### config.mk
export PLATFORM = sky130hd
export DESIGN_NAME = wash_cycle_ctrl
export DESIGN_NICKNAME = d
export VERILOG_FILES = /design/src/rtl/wm_pkg.sv /design/src/rtl/wm_phase_timer.sv /design/src/rtl/wash_cycle_ctrl.sv
export SDC_FILE = /design/constraint.sdc
export NUM_CORES = 1
export LEC_CHECK = 0
export CAP_MARGIN = 20
export CORE_UTILIZATION = 50
export DETAILED_ROUTE_END_ITERATION = 7
export GPL_ROUTABILITY_DRIVEN = 0
export PLACE_DENSITY_LB_ADDON = 0.2
export SYNTH_ARGS = -nofsm -noshare
export SYNTH_HDL_FRONTEND = slang
export SYNTH_SLANG_ARGS = --single-unit
### constraint.sdc
create_clock -name clk -period 4.21 [get_ports clk]
set_clock_uncertainty 0.15 [all_clocks]
set_input_delay 1.0525 -clock clk [delete_from_list [all_inputs] [get_ports clk]]
set_output_delay 1.0525 -clock clk [all_outputs]
set_load 0.01 [all_outputs]
### src/rtl/wm_pkg.sv
// ---------------------------------------------------------------------------
// wm_pkg
//   Shared definitions for the wash-program sequencer family.
//   - Phase encoding (also presented on the controller's phase output).
//   - Default phase durations in clock cycles.
//   - Default timer and repeat-count widths.
// ---------------------------------------------------------------------------
package wm_pkg;

    // Phase encoding; 3'd7 is intentionally unused.
    localparam logic [2:0] PH_IDLE        = 3'd0;
    localparam logic [2:0] PH_FILL_WATER  = 3'd1;
    localparam logic [2:0] PH_WASH        = 3'd2;
    localparam logic [2:0] PH_RINSE       = 3'd3;
    localparam logic [2:0] PH_SPIN        = 3'd4;
    localparam logic [2:0] PH_DRY         = 3'd5;
    localparam logic [2:0] PH_STEAM_CLEAN = 3'd6;

    typedef enum logic [2:0] {
        ST_IDLE        = PH_IDLE,
        ST_FILL_WATER  = PH_FILL_WATER,
        ST_WASH        = PH_WASH,
        ST_RINSE       = PH_RINSE,
        ST_SPIN        = PH_SPIN,
        ST_DRY         = PH_DRY,
        ST_STEAM_CLEAN = PH_STEAM_CLEAN
    } wm_state_e;

    // Default widths.
    localparam int CNT_W_DEF = 8;
    localparam int REP_W_DEF = 2;

    // Default phase durations, in clock cycles (each must be >= 1).
    localparam int T_FILL_DEF  = 7;
    localparam int T_WASH_DEF  = 5;
    localparam int T_RINSE_DEF = 5;
    localparam int T_SPIN_DEF  = 5;
    localparam int T_DRY_DEF   = 10;
    localparam int T_STEAM_DEF = 10;

endpackage

### src/rtl/wm_phase_timer.sv
// ---------------------------------------------------------------------------
// wm_phase_timer
//   Phase down-counter: clear, load, decrement-to-zero or hold.
//   Priority: clear > load > decrement. Decrement stops at zero.
//
// Parameters
//   CNT_W       counter width
//
// Ports
//   clk         in   1      clock, rising edge
//   rst         in   1      asynchronous, active-low reset
//   i_clear     in   1      force count to 0
//   i_load      in   1      load i_load_val
//   i_load_val  in   CNT_W  value loaded on i_load
//   i_dec       in   1      decrement by one (ignored at zero)
//   o_count     out  CNT_W  current count
//   o_zero      out  1      count == 0
// ---------------------------------------------------------------------------
module wm_phase_timer #(
    parameter int CNT_W = 8
) (
    input  logic             clk,
    input  logic             rst,
    input  logic             i_clear,
    input  logic             i_load,
    input  logic [CNT_W-1:0] i_load_val,
    input  logic             i_dec,
    output logic [CNT_W-1:0] o_count,
    output logic             o_zero
);

    logic [CNT_W-1:0] r_count;

    always_ff @(posedge clk or negedge rst) begin
        if (!rst) begin
            r_count <= '0;
        end else if (i_clear) begin
            r_count <= '0;
        end else if (i_load) begin
            r_count <= i_load_val;
        end else if (i_dec && (r_count != '0)) begin
            r_count <= r_count - CNT_W'(1);
        end
    end

    assign o_count = r_count;
    assign o_zero  = (r_count == '0);

endmodule

### src/rtl/wash_cycle_ctrl.sv
// ---------------------------------------------------------------------------
// wash_cycle_ctrl
//   Parametrised wash-program sequencer between the front-panel decoder and
//   the actuator drivers. Runs fill, N wash/rinse passes, spin and optional
//   dry, with pause (exact resume) and abort.
//
//   Build option: define WM_STEAM_EN to enable the steam program
//   (STEAM_CLEAN phase selected by steam_mode at start). Without it,
//   steam_mode is ignored and STEAM_CLEAN is unreachable.
//
//   state          | meaning
//   ---------------+-----------------------------------------------
//   IDLE        0  | waiting for start; outputs quiet
//   FILL_WATER  1  | filling drum, T_FILL cycles
//   WASH        2  | wash pass, T_WASH cycles
//   RINSE       3  | rinse pass, T_RINSE cycles; loops to WASH per pass
//   SPIN        4  | spin, T_SPIN cycles; then DRY or done
//   DRY         5  | dry, T_DRY cycles; then done
//   STEAM_CLEAN 6  | steam program, T_STEAM cycles; then done
//   (7)            | illegal; recovers to IDLE on next edge
//
// Parameters
//   CNT_W, REP_W, T_FILL, T_WASH, T_RINSE, T_SPIN, T_DRY, T_STEAM
//
// Ports
//   clk         in   1      clock, rising edge
//   rst         in   1      asynchronous, active-low reset
//   start       in   1      level; sampled only in IDLE
//   repeat_cnt  in   REP_W  wash+rinse passes (0 behaves as 1), latched at start
//   dry_en      in   1      run DRY after SPIN, latched at start
//   steam_mode  in   1      steam program (WM_STEAM_EN builds only)
//   pause       in   1      freeze current phase while high
//   abort       in   1      return to IDLE without done; blocks start
//   busy        out  1      any non-IDLE phase
//   paused      out  1      registered busy & pause
//   done        out  1      one-cycle pulse on normal completion
//   phase       out  3      current phase encoding
//   remaining   out  CNT_W  cycles left in phase minus 1; 0 in IDLE
// ---------------------------------------------------------------------------
module wash_cycle_ctrl
    import wm_pkg::*;
#(
    parameter int CNT_W   = CNT_W_DEF,
    parameter int REP_W   = REP_W_DEF,
    parameter int T_FILL  = T_FILL_DEF,
    parameter int T_WASH  = T_WASH_DEF,
    parameter int T_RINSE = T_RINSE_DEF,
    parameter int T_SPIN  = T_SPIN_DEF,
    parameter int T_DRY   = T_DRY_DEF,
    parameter int T_STEAM = T_STEAM_DEF
) (
    input  logic             clk,
    input  logic             rst,
    input  logic             start,
    input  logic [REP_W-1:0] repeat_cnt,
    input  logic             dry_en,
    input  logic             steam_mode,
    input  logic             pause,
    input  logic             abort,
    output logic             busy,
    output logic             paused,
    output logic             done,
    output logic [2:0]       phase,
    output logic [CNT_W-1:0] remaining
);

    wm_state_e        r_state;
    logic [REP_W-1:0] r_pass;
    logic [REP_W-1:0] r_reps;
    logic             r_dry;
    logic             r_busy;
    logic             r_paused;
    logic             r_done;

    wm_state_e        w_next_state;
    wm_state_e        w_succ;
    wm_state_e        w_start_phase;
    logic             w_illegal;
    logic             w_active;
    logic             w_run;
    logic             w_tick;
    logic             w_finish;
    logic             w_start;
    logic             w_more;
    logic [REP_W-1:0] w_reps_eff;
    logic [REP_W:0]   w_pass_inc;

    logic [CNT_W-1:0] w_tmr_count;
    logic [CNT_W-1:0] w_tmr_val;
    logic             w_tmr_zero;
    logic             w_tmr_clear;
    logic             w_tmr_load;
    logic             w_tmr_dec;

    // Timer reload value for a phase: it counts T_x-1 down to 0, so the
    // phase occupies exactly T_x unpaused cycles.
    function automatic logic [CNT_W-1:0] f_load_val(input wm_state_e s);
        case (s)
            ST_FILL_WATER:  f_load_val = CNT_W'(T_FILL - 1);
            ST_WASH:        f_load_val = CNT_W'(T_WASH - 1);
            ST_RINSE:       f_load_val = CNT_W'(T_RINSE - 1);
            ST_SPIN:        f_load_val = CNT_W'(T_SPIN - 1);
            ST_DRY:         f_load_val = CNT_W'(T_DRY - 1);
            ST_STEAM_CLEAN: f_load_val = CNT_W'(T_STEAM - 1);
            default:        f_load_val = '0;
        endcase
    endfunction

    wm_phase_timer #(
        .CNT_W (CNT_W)
    ) u_timer (
        .clk        (clk),
        .rst        (rst),
        .i_clear    (w_tmr_clear),
        .i_load     (w_tmr_load),
        .i_load_val (w_tmr_val),
        .i_dec      (w_tmr_dec),
        .o_count    (w_tmr_count),
        .o_zero     (w_tmr_zero)
    );

`ifndef WM_STEAM_EN
    logic w_unused_steam;
    assign w_unused_steam = steam_mode;
`endif

    always_comb begin
        w_illegal     = 1'b0;
        w_succ        = ST_IDLE;
        w_finish      = 1'b0;
        w_reps_eff    = (r_reps == '0) ? REP_W'(1) : r_reps;
        w_pass_inc    = {1'b0, r_pass} + (REP_W+1)'(1);
        w_more        = (w_pass_inc < {1'b0, w_reps_eff});

        // Successor taken when the current phase's timer expires.
        case (r_state)
            ST_IDLE:       w_succ = ST_IDLE;
            ST_FILL_WATER: w_succ = ST_WASH;
            ST_WASH:       w_succ = ST_RINSE;
            ST_RINSE:      w_succ = w_more ? ST_WASH : ST_SPIN;
            ST_SPIN: begin
                if (r_dry) begin
                    w_succ = ST_DRY;
                end else begin
                    w_succ   = ST_IDLE;
                    w_finish = 1'b1;
                end
            end
            ST_DRY: begin
                w_succ   = ST_IDLE;
                w_finish = 1'b1;
            end
`ifdef WM_STEAM_EN
            ST_STEAM_CLEAN: begin
                w_succ   = ST_IDLE;
                w_finish = 1'b1;
            end
`endif
            default:       w_illegal = 1'b1;
        endcase

        w_active = (r_state != ST_IDLE) && !w_illegal;
        // abort outranks pause: an aborting cycle is never a frozen one.
        w_run    = w_active && !abort && !pause;
        w_tick   = w_run && w_tmr_zero;
        w_start  = (r_state == ST_IDLE) && start && !abort;

`ifdef WM_STEAM_EN
        w_start_phase = steam_mode ? ST_STEAM_CLEAN : ST_FILL_WATER;
`else
        w_start_phase = ST_FILL_WATER;
`endif

        w_next_state = r_state;
        if (w_illegal) begin
            w_next_state = ST_IDLE;
        end else if (r_state == ST_IDLE) begin
            if (w_start) begin
                w_next_state = w_start_phase;
            end
        end else if (abort) begin
            w_next_state = ST_IDLE;
        end else if (w_tick) begin
            w_next_state = w_succ;
        end

        w_tmr_clear = (r_state != ST_IDLE) && (w_next_state == ST_IDLE);
        w_tmr_load  = w_start || (w_tick && (w_succ != ST_IDLE));
        w_tmr_val   = f_load_val(w_start ? w_start_phase : w_succ);
        w_tmr_dec   = w_run && !w_tmr_zero;
    end

    always_ff @(posedge clk or negedge rst) begin
        if (!rst) begin
            r_state  <= ST_IDLE;
            r_pass   <= '0;
            r_reps   <= '0;
            r_dry    <= 1'b0;
            r_busy   <= 1'b0;
            r_paused <= 1'b0;
            r_done   <= 1'b0;
        end else begin
            r_state  <= w_next_state;
            r_busy   <= (w_next_state != ST_IDLE);
            r_paused <= w_active && pause && !abort;
            r_done   <= w_tick && w_finish;

            if (w_start) begin
                r_reps <= repeat_cnt;
                r_dry  <= dry_en;
                r_pass <= '0;
            end else if (w_next_state == ST_IDLE) begin
                r_pass <= '0;
            end else if (w_tick && (r_state == ST_RINSE) && w_more) begin
                r_pass <= r_pass + REP_W'(1);
            end
        end
    end

    assign busy      = r_busy;
    assign paused    = r_paused;
    assign done      = r_done;
    assign phase     = r_state;
    assign remaining = w_tmr_count;

endmodule

== Word level (Yosys, flattened, before mapping) ==
Cells that the tools add are included.

* Flip-flop bits (word level): 19
* RAM bits: 0
* Input port bits: 9
* Output and inout port bits: 14
* Word-level logic and storage cells: 74
* Memory bits (read-only): 0
* Memories: 0
* Latch bits: 0

* Reductions and logical operators: 32
* Magnitude comparators: 1
* $mul: 0
* $add $sub $neg: 3
* Equality and inequality tests: 11
* Shifts and indexed selects: 0
* Divide/modulo/power cells: 0
* Bitwise logic cells: 0
* Muxes and demuxes: 19

{| class="wikitable"
|+ Operator list
! cell !! number
|-
| two-way mux 3 bit || 8
|-
| two-way mux 8 bit || 3
|-
| == test 3 bit (second input constant) || 5
|-
| logical AND 1 bit || 15
|-
| nonzero test 3 bit || 5
|-
| == test 3 x 2 -> 1 bit (second input constant) || 4
|-
| case mux 3 bit (4 select lines) || 1
|-
| case mux 4 bit (3 select lines) || 1
|-
| zero test 8 bit || 1
|-
| two-way mux 2 bit || 4
|-
| nonzero test 8 bit || 1
|-
| subtractor 8 x 1 -> 8 bit (second input constant) || 1
|-
| == test 3 x 1 -> 1 bit (second input constant) || 2
|-
| zero test 3 bit || 2
|-
| OR reduction 6 bit || 1
|-
| adder 2 x 1 -> 3 bit (second input constant) || 1
|-
| zero test 1 bit || 3
|-
| less-than comparator 3 x 2 -> 1 bit || 1
|-
| OR reduction 3 bit || 1
|-
| adder 2 x 1 -> 2 bit (second input constant) || 1
|-
| zero test 2 bit || 1
|-
| case mux 1 bit (2 select lines) || 1
|-
| OR reduction 2 bit || 1
|-
| logical OR 1 bit || 1
|-
| two-way mux 1 bit || 1
|}

== Longest topological paths before layout ==
Gate-level depths: netlist of the first run.

* Depth after elaboration: 13
* Gate-level depth with buffers: 8
* Mapped depth without buffers: 7

== By module ==
A second synthesis of the first run with hierarchy kept.

* Cell total of the unflattened synthesis: 132
* Area total of the unflattened synthesis: 1317.5 um^2

{| class="wikitable"
|+ Modules (own cells, without submodules)
! module !! area an instance (um^2) !! times used !! cells an instance !! sequential area each (um^2)
|-
| wash_cycle_ctrl || 762.0 || 1 || 71 || 275.3
|-
| wm_phase_timer || 555.5 || 1 || 61 || 200.2
|}

== Worst setup path before layout of the first run ==
Ideal clock, no wire load.

* Path type: reg2reg
* From: register u_timer.r_count[0] (netlist: u_timer.o_count[0])
* To: register u_timer.r_count[1] (netlist: u_timer.o_count[1])
* Data required time: 3.929 ns
* Library setup time: 0.131 ns
* Path slack: 1.560 ns
* Buffers on the path: 1
* Arrival time: 2.368 ns
* Period minus slack after synthesis: 2.650 ns
* Cell stages (with the launch flop): 9
* Path through: dfrtp_1 > inv_1 > ha_1 > or4b_1 > buf_2 > or3_4 > a221oi_4 > nor3_1 > or3_1

* Word-level cells in the longest chain between the ends: 9
* Elaborated cells between the ends (all ways): 19
* Those cells by class: add/sub (1); mux (7); reduce/logical (11)

{| class="wikitable"
|+ Ends and longest elaborated chain
! item !! line !! text
|-
| from (decl) || wm_phase_timer.sv:32 || <nowiki>logic [CNT_W-1:0] r_count;</nowiki>
|-
| from (signal assigned) || wm_phase_timer.sv:40 || <nowiki>r_count <= i_load_val;</nowiki>
|-
| from (signal assigned) || wm_phase_timer.sv:42 || <nowiki>r_count <= r_count - CNT_W'(1);</nowiki>
|-
| zero test 8 bit || wm_phase_timer.sv:47 || <nowiki>assign o_zero = (r_count == '0);</nowiki>
|-
| logical AND 1 bit || wash_cycle_ctrl.sv:165 || <nowiki>w_tick = w_run && w_tmr_zero;</nowiki>
|-
| two-way mux 3 bit || wash_cycle_ctrl.sv:183 || <nowiki>end else if (w_tick) begin</nowiki>
|-
| two-way mux 3 bit || wash_cycle_ctrl.sv:181 || <nowiki>end else if (abort) begin</nowiki>
|-
| two-way mux 3 bit || wash_cycle_ctrl.sv:177 || <nowiki>end else if (r_state == ST_IDLE) begin</nowiki>
|-
| two-way mux 3 bit || wash_cycle_ctrl.sv:175 || <nowiki>if (w_illegal) begin</nowiki>
|-
| zero test 3 bit || wash_cycle_ctrl.sv:187 || <nowiki>w_tmr_clear = (r_state != ST_IDLE) && (w_next_state == ST_IDLE);</nowiki>
|-
| logical AND 1 bit || wash_cycle_ctrl.sv:187 ||
|-
| nonzero test 3 bit (no source line) or two-way mux 8 bit (tied branches) || - ||
|}

Parallel ways exist; a longest one is shown, timed or not. The select of a mux whose other input is x is not followed.
A chain may end at the register's enable or synchronous reset.

== Final worst setup path of the first run ==
* From: input abort
* To: register r_pass[0]

* Word-level cells in the longest chain between the ends: 11
* Elaborated cells between the ends (all ways): 16
* Those cells by class: mux (7); reduce/logical (9)

{| class="wikitable"
|+ Ends and longest elaborated chain
! item !! line !! text
|-
| from (decl) || wash_cycle_ctrl.sv:59 || <nowiki>input logic abort,</nowiki>
|-
| zero test 1 bit || wash_cycle_ctrl.sv:164, wash_cycle_ctrl.sv:166 ||
|-
| logical AND 1 bit (2 in series) || wash_cycle_ctrl.sv:164 || <nowiki>w_run = w_active && !abort && !pause;</nowiki>
|-
| logical AND 1 bit || wash_cycle_ctrl.sv:165 ||
|-
| two-way mux 3 bit || wash_cycle_ctrl.sv:183 ||
|-
| two-way mux 3 bit || wash_cycle_ctrl.sv:181 ||
|-
| two-way mux 3 bit || wash_cycle_ctrl.sv:177 ||
|-
| two-way mux 3 bit || wash_cycle_ctrl.sv:175 ||
|-
| zero test 3 bit || wash_cycle_ctrl.sv:212 || <nowiki>end else if (w_next_state == ST_IDLE) begin</nowiki>
|-
| two-way mux 2 bit || wash_cycle_ctrl.sv:212 ||
|-
| two-way mux 2 bit || wash_cycle_ctrl.sv:208 || <nowiki>if (w_start) begin</nowiki>
|-
| to (signal assigned) || wash_cycle_ctrl.sv:215 || <nowiki>r_pass <= r_pass + REP_W'(1);</nowiki>
|-
| to (decl) || wash_cycle_ctrl.sv:68 || <nowiki>logic [REP_W-1:0] r_pass;</nowiki>
|}

Parallel ways exist; a longest one is shown, timed or not.

==> results of run 1 <==
worst max path at each step:
stage	start	endpoint	slack, ns	cells past startpoint
after floorplan	u_timer.o_count[0]	u_timer.o_count[1]	1.56	8
final	abort	r_pass[0]	1.31	6
after CTS	abort	r_pass[1]	1.34	6
after global routing	abort	r_pass[1]	1.13	6
after detailed placement	abort	r_pass[1]	1.02	6
after global placement	abort	r_pass[1]	1.03	6
critical path, stage by stage:
cell and delay, ns:
clkdlybuf4s50_1 0.49, a211o_1 0.34, nor4_2 0.53, nand4_1 0.26, xnor2_1 0.19, nor2_1 0.06
kinds of logic after synthesis:
logic type      after synthesis  share of synthesized area (%)
xor+xnor                      3                           2.32
mux                           5                           4.64
compound gates               26                           17.1
buf+inv                      12                           4.09
fa+ha+maj                     3                           3.98
flops                        19                           42.0
simple gates                 52                           25.9
cells in the mapped netlist, drive strengths merged, types with 2 or more instances:
library cell and instances:
dfrtp 19, nand2b 3, xor2 2, nor3 8, a22o 2, o21ai 9, and3 2, clkbuf 5
nor2 10, or3 3, nor2b 4, mux2 2, a211o 2, nand2 10, o2bb2ai 2, or2 2
nand4 2, inv 6, nor4 3, and2 2, mux2i 3, ha 2, a21oi 4
sequential cells by signal, summed over array words and instances, names as in the netlist:
signal           count
u_timer.o_count      8
phase                3
r_pass               2
r_reps               2
busy                 1
done                 1
paused               1
r_dry                1
layer usage:
metal | GRT usage (%) | share of wire (%) | vias to the layer above | wire length, um
li1 | - | - | 469 | -
met1 | 29.7 | 47 | 439 | 1100
met2 | 31.3 | 45 | 44 | 1040
met3 | 5.25 | 5.6 | 8 | 131
met4 | 10.5 | 2.3 | 0 | 53
met5 | 0 | 0 | - | 0
cell type report:
cell class | instances | area [um^2]
fillers | 167 | 663
well taps | 27 | 33.8
repair buffers | 21 | 210
clock buffers | 4 | 26.3
flip-flops and latches | 19 | 475
inverters | 6 | 22.5
multi-input cells | 89 | 611
cell usage in the layout (no fill, tap or decap), types with 2 or more instances in the layout:
cell type        count
clkdlybuf4s50_1     21
dfrtp_1             19
nor2_1              10
nand2_1             10
o21ai_0              9
nor3_1               7
inv_1                6
a21oi_1              4
nor2b_1              4
nand2b_1             3
mux2i_1              3
clkbuf_4             3
a211o_1              2
or3_1                2
nor4_1               2
and3_1               2
nand4_1              2
and2_1               2
mux2_2               2
a22o_1               2
or2_2                2
xor2_1               2
o2bb2ai_1            2
ha_1                 2
power groups by stage:
stage / clock network (mW) / logic, mW / registers (mW)
2_1_floorplan: 0 / 0.193 / 0.273
3_3_place_gp: 0 / 0.292 / 0.272
3_5_place_dp: 0 / 0.299 / 0.273
4_1_cts: 0.0983 / 0.302 / 0.270
5_1_grt: 0.106 / 0.331 / 0.277
6_report: 0.0929 / 0.301 / 0.270
stage by stage:
| step | power [mW] | setup WS [ns] |
|---|---|---|
| detailed placement | 0.572 | 1.02 |
| CTS | 0.670 | 1.34 |
| global route | 0.714 | 1.13 |
| finish | 0.665 | 1.31 |
| global placement | 0.564 | 1.03 |
| floorplan | 0.466 | 1.56 |
==> impl_metrics.ini, run 1 <==
[place]
port_buffers = 21
dp_hpwl_um = 1720
placedCellCount = 162
place_area_um2 = 1350

[floorplan]
num_io_pins = 23
die_height_um = 49.6
start_util_pct = 55.5
design.die.area_um2 = 2460
chipWidth_um = 49.6
coreArea_um2 = 2040
fp-row-count = 16

[synthesis]
yosys-top-cells-area = dfrtp_1, o21ai_0, nand2_1
synthesis.instances = 120
yosysTopAreaCellShare_pct = 42.0
async_flop_share_pct = 100
postSynthNetCount = 132
yosys_warnings = 0
synth_seq_cells = 19
synth_area_um2 = 1130
yosys.area.top_type = dfrtp_1
synthDistinctLibCells = 39
synth_edf_count = 0
avgSynthCellArea_um2 = 9.44
yosysSeqAreaShare_pct = 42.0
synthFlopType = dfrtp_1

[clocking]
clockBufferDepth = 2
cts_buffers = 3
insertion_delay_ns = 0.30
clk_pin_slew_worst_paths_ns = 0.10
clock_sinks = 19
cts_tree = yes
cts_root_buffer = clkbuf_4
htreeDepth = 1
cts_resized = 0
post_cts_buffers = 0
cts_hold_buf = 0

[route]
avgViaCountPerCell = 5.78
drc = 0
vias = 960
antenna_left = 0
drt_pass1_iterations = 4
wire_per_inst_um = 14.0
drt_wl_total_um = 2320
first_iter_violations = 48

[min_path]
hold_path_end = r_reps[0]
hold_depth = 1
min-delay-start = r_reps[0]
hp-class = flop to flop

[finish]
drive_above_1_share_pct = 7.91
fin_util_pct = 67.5
final_nets = 152
diodes = 0
area_delta_synth_final_pct = 21.8
final_cells = 166
postLayoutCellArea_um2 = 1380

[global_routing]
grt_pass1_vias = 888
grt_max_degree = 20
track_usage_pct = 21.5
antenna_found_initial = 0
grt_pass1_wl_um = 4030
grt_overflow_total = 0

[pwr]
peakVddDrop_v = 0.000432
power_leakage_nw = 0.605
seqPwrFrac_pct = 40.7
p_clk_share_pct = 14.0
p_sw_share_pct = 39.0
pwr_density_cell_nw_per_um2 = 482
internal-power_mw = 0.405
p_switching_mw = 0.260
power_frac_comb_pct = 45.3

[timing]
slew_headroom_pct = 43.3
min_period_over_period_pct = 68.9
rsz0062_at_grt = false
max_freq_mhz = 345
min_period_ns = 2.90
maxSlewViolCount = 0
worst_pin_slew_ns = 0.848
tns_ns = 0
setup_viol_count_final = 0
holdWs_ns = 0.379
hold_viol_final = 0

[critical_path]
start_kind = primary input
worstSetupPathType = primary input to flop
rr_worst_depth = 7
rr_startpoint = u_timer.o_count[0]
ff2ff_setup_slack_ns = 1.37
required_ns = 4.24
rr_endpoint = u_timer.o_count[5]
cp_data_arrival_time_ns = 2.93
end_kind = flop
path_max_fanout = 6

[run_status]
status = finished clean

[job]
cap_violations = 0
(Power assumes the default switching activity.)
==> inputs of run 2 (changes only) <==
clock period = 2.8 ns   (was 4.21 ns; I/O delays follow)
==> run 2 against run 1 <==
Critical endpoint is now u_timer.o_count[5]. Core utilization increased by 2.9 points. Worst setup slack got worse by 1.2 ns. Total power grew 60%. Sequential share of layout area shrank 1.4 points. Non-clock buffer count grew 8. Sequential power rose by 45%. Die area unchanged. Critical path depth increased by 1. First-iteration DRC count down 10%. Final cell count grew 4.8%. Global-route usage is essentially flat. Sequential cell count unchanged.
==> impl_metrics.ini, run 2 (synthesized netlist as in run 1, its figures left out) <==
[global_routing]
grt_pass1_vias = 938
antenna_found_initial = 0
grt_overflow_total = 0
grt_max_degree = 20
track_usage_pct = 21.6
grt_pass1_wl_um = 4100

[critical_path]
cp_data_arrival_time_ns = 2.75
rr_worst_depth = 7
endpoint = u_timer.o_count[5]
crit_slowest_cell = or4b_1
critPathBufInv = 1
rr_endpoint = u_timer.o_count[5]
end_kind = flop
worstSetupPathType = flop to flop
required_ns = 2.85
rr_startpoint = u_timer.o_count[1]
cp_cell_sequence = inv_1 > ha_1 > or4b_1 > or3_4 > a221oi_4 > nor3_2 > a211o_1
cp_top_family = simple AND/OR/NAND/NOR gates
setup.worst_path.start = u_timer.o_count[1]
ff2ff_setup_slack_ns = 0.10
path_max_fanout = 6
start_kind = flop
cp_num_cells = 7
critPathMaxStageDelay_ns = 0.49

[timing]
slew_headroom_pct = 69.3
rsz0062_at_grt = false
min_period_over_period_pct = 96.4
tns_ns = 0
setup_viol_count_final = 0
max_freq_mhz = 371
worst_pin_slew_ns = 0.458
min_period_ns = 2.70
maxSlewViolCount = 0
hold_viol_final = 0
setup_ws_ns = 0.102
holdWs_ns = 0.378

[place]
pre_cts_slack_ns = 0.126
port_buffers = 21
dp_hpwl_um = 1820
placedCellCount = 170

[route]
antenna_left = 0
top_layer = met4
avgViaCountPerCell = 5.82
wl_met3_um = 112
first_iter_violations = 43
wl_met2_um = 1190
drt_wl_total_um = 2500
drc = 0
wire_per_inst_um = 14.4
drt_pass1_iterations = 4
vias = 1013
met1_length_um = 1170

[run_status]
status = finished clean

[clocking]
clock_sinks = 19
post_cts_buffers = 0
cts_resized = 0
htreeDepth = 1
cts_hold_buf = 0
cts_root_buffer = clkbuf_4
cts_tree = yes
cts_buffers = 3
clk_pin_slew_worst_paths_ns = 0.12
insertion_delay_ns = 0.30
clockBufferDepth = 2

[finish]
drive_above_1_share_pct = 12.9
diodes = 0
layout_commonest_cell = clkdlybuf4s50_1
final_cell_mix = clkdlybuf4s50_1, dfrtp_1, nor2_1, nand2_1, o21ai_0
largest_reg_flops = 8
final_nets = 160
final_cells = 174
area_delta_synth_final_pct = 27.1

[floorplan]
start_util_pct = 55.5
fp-row-count = 16
num_io_pins = 23
design.die.area_um2 = 2460
die_height_um = 49.6
coreArea_um2 = 2040
chipWidth_um = 49.6

[pwr]
peakVddDrop_v = 0.000626
pwr_density_cell_nw_per_um2 = 740
power_leakage_nw = 0.646

[job]
cap_violations = 0

[min_path]
hp-class = flop to flop
-- run 2: cell count changes in the layout (fill, tap and decap cells not counted) --
cell / change
buf_4: +8
-- run 2: per-stage QoR --
stage	utilization, %	instance area (um^2)	power (mW)
3_3_place_gp	69.2	1410	0.898
4_1_cts	70.5	1440	1.06
5_1_grt	70.5	1440	1.14
6_report	70.5	1440	1.07
2_1_floorplan	-	1130	0.701
3_5_place_dp	69.2	1410	0.921
-- run 2: where the power goes --
group	switching [mW]	internal, mW
Sequential	0.0600	0.331
Combinational	0.269	0.264
Clock	0.0858	0.0554
Total	0.415	0.650
-- run 2: final cells by class --
cell class | count | area, um^2
Tap cell | 27 | 33.8
Inverter | 6 | 22.5
Timing Repair Buffer | 29 | 270
Fill cell | 163 | 603
Sequential cell | 19 | 475
Multi-Input combinational cell | 89 | 611
Clock buffer | 4 | 26.3
-- run 2: worst min-delay path by stage --
stage / start / end / slack (ns) / depth (start not counted)
after CTS: r_reps[0] / r_reps[0] / 0.39 / 1
after floorplan: rst / busy / 0.25 / 0
after global routing: r_reps[0] / r_reps[0] / 0.42 / 1
final: r_reps[0] / r_reps[0] / 0.38 / 1
after detailed placement: r_reps[0] / r_reps[0] / 0.37 / 1
after global placement: r_reps[0] / r_reps[0] / 0.35 / 1
-- run 2: worst reg2reg max path: cells and delay by family, from the launching register on --
| kind | cells | cell delay, ns |
|---|---|---|
| flip-flops | 1 | 0.43 |
| AND/OR/NAND/NOR | 3 | 1.04 |
| adder cells (fa/ha/maj) | 1 | 0.23 |
| AO/OA/AOI/OAI | 2 | 0.65 |
| buffers and inverters | 1 | 0.09 |
-- run 2: layer usage --
layer	GRT usage [%]	vias to the layer above
met5	0	-
met4	6.19	0
met3	1.85	4
met1	29.7	490
met2	36.0	34
li1	-	485
==> inputs of run 3 (changes only) <==
CORE_MARGIN = 5   (was unset)
CORE_UTILIZATION = 45   (was 50)
clock period = 2.25 ns   (was 2.8 ns; I/O delays follow)
==> run 3 against run 2 <==
The run now ends with negative setup slack left. Largest cell class unchanged. Worst setup slack worse by 0.33 ns. Core utilization fell by 1.4 points. Largest power group unchanged. Clock power rose by 28%. Hold slack better by 0.0027 ns. Combinational power is 73% higher. Sequential power is 19% higher. Critical path type unchanged. Sequential share of layout area down 4.7 points. Die area is 47% higher. Total power is 47% higher.
==> impl_metrics.ini, run 3 (synthesized netlist as in run 1, its figures left out) <==
[run_status]
status = finished, violations left
violations = negative setup slack

[global_routing]
track_usage_pct = 17.3
grt_overflow_total = 0
antenna_found_initial = 0
grt_max_degree = 20
grt_pass1_wl_um = 4700
grt_pass1_vias = 1045

[route]
first_iter_violations = 23
wire_per_inst_um = 14.1
met1_length_um = 1230
wl_met3_um = 155
wl_met2_um = 1370
drt_wl_total_um = 2800
top_layer = met4
drt_pass1_iterations = 4
antenna_left = 0
avgViaCountPerCell = 5.40
vias = 1069
drc = 0

[min_path]
min-delay-start = r_reps[0]
hold_path_end = r_reps[0]
hold_depth = 1
hp-class = flop to flop

[floorplan]
fp-row-count = 18
coreArea_um2 = 2430
chipWidth_um = 60.2
num_io_pins = 23
design.die.area_um2 = 3620
die_height_um = 60.2
start_util_pct = 46.6

[finish]
layout_commonest_cell = buf_4
area_delta_synth_final_pct = 48.3
largest_reg_flops = 8
diodes = 0
final_cell_mix = buf_4, clkdlybuf4s50_1, dfrtp_1
final_nets = 181
fin_util_pct = 69.0
drive_above_1_share_pct = 31.5

[timing]
setup_viol_count_final = 8
hold_viol_final = 0
max_freq_mhz = 404
setup_ws_ns = -0.224
rsz0062_at_grt = true
slew_headroom_pct = 56.8
min_period_over_period_pct = 110
maxSlewViolCount = 0
worst_pin_slew_ns = 0.643
holdWs_ns = 0.381
min_period_ns = 2.47
tns_ns = -1.21

[place]
port_buffers = 21
dp_hpwl_um = 2070

[clocking]
clockBufferDepth = 2
cts_buffers = 3
cts_tree = yes
insertion_delay_ns = 0.31
clk_pin_slew_worst_paths_ns = 0.12
htreeDepth = 1
cts_root_buffer = clkbuf_4
cts_hold_buf = 0
clock_sinks = 19

[pwr]
p_clk_share_pct = 11.6
power_leakage_nw = 0.765
pwr_density_cell_nw_per_um2 = 935
peakVddDrop_v = 0.000789
p_sw_share_pct = 38.3
internal-power_mw = 0.968
power_frac_comb_pct = 58.7
seqPwrFrac_pct = 29.7
p_switching_mw = 0.601
p_total_mw = 1.57

[job]
cap_violations = 0

[critical_path]
cp_cell_sequence = inv_2 > ha_4 > or4b_4 > or3_4 > a221oi_4 > nor3_2 > or3_1
cp_data_arrival_time_ns = 2.51
rr_endpoint = u_timer.o_count[1]
critPathMaxStageDelay_ns = 0.45
critPathBufInv = 1
rr_startpoint = u_timer.o_count[1]
path_max_fanout = 3
required_ns = 2.29
start_kind = flop
cp_top_family = simple AND/OR/NAND/NOR gates
crit_slowest_cell = or4b_4
rr_worst_depth = 7
end_kind = flop
worstSetupPathType = flop to flop
ff2ff_setup_slack_ns = -0.22
run 3: stage by stage:
stage          instances  setup slack [ns]  instance area (um^2)
2_1_floorplan        120            -0.365                  1140
3_3_place_gp         191            -0.284                  1560
3_5_place_dp         191            -0.283                  1560
4_1_cts              196            -0.206                  1600
5_1_grt              198            -0.304                  1680
6_report             198            -0.224                  1680
run 3: how the worst max path moves through the flow:
stage,start,end,slack [ns],cells past startpoint
2_1_floorplan,u_timer.o_count[1],u_timer.o_count[1],-0.37,8
3_3_place_gp,abort,u_timer.o_count[1],-0.28,6
3_5_place_dp,abort,u_timer.o_count[1],-0.28,6
4_1_cts,u_timer.o_count[1],u_timer.o_count[1],-0.21,7
5_1_grt,u_timer.o_count[0],u_timer.o_count[1],-0.30,7
6_report,u_timer.o_count[1],u_timer.o_count[1],-0.22,7
run 3: layer usage:
metal	vias to the layer above	track usage, %
met5	-	0
met4	0	7.91
met3	5	3.46
met2	35	26.2
met1	496	23.6
li1	533	-
run 3: layout make-up:
class | count | area (um^2)
Inverter | 6 | 22.5
Timing Repair Buffer | 50 | 432
Sequential cell | 19 | 477
Clock inverter | 1 | 5.00
Fill cell | 191 | 753
Clock buffer | 3 | 22.5
Multi-Input combinational cell | 89 | 683
Tap cell | 30 | 37.5
run 3: power by group through the flow:
stage	clock [mW]	sequential (mW)	combinational (mW)
final	0.181	0.467	0.922
after floorplan	0	0.512	0.365
after CTS	0.182	0.466	0.825
after global routing	0.204	0.478	1.00
after global placement	0	0.467	0.777
after detailed placement	0	0.469	0.793
run 3: what timing repair did:
item	4_1_cts	5_1_grt
pin swaps	5	8
endpoints found under the setup margin	12	12
buffers inserted	1	2
resized for setup	4	11
gates cloned	0	0
run 3: worst register-to-register path, cell delays in order (launching register included):
cell	delay [ns]
dfrtp_1	0.41
inv_2	0.08
ha_4	0.13
or4b_4	0.45
or3_4	0.36
a221oi_4	0.38
nor3_2	0.09
or3_1	0.32
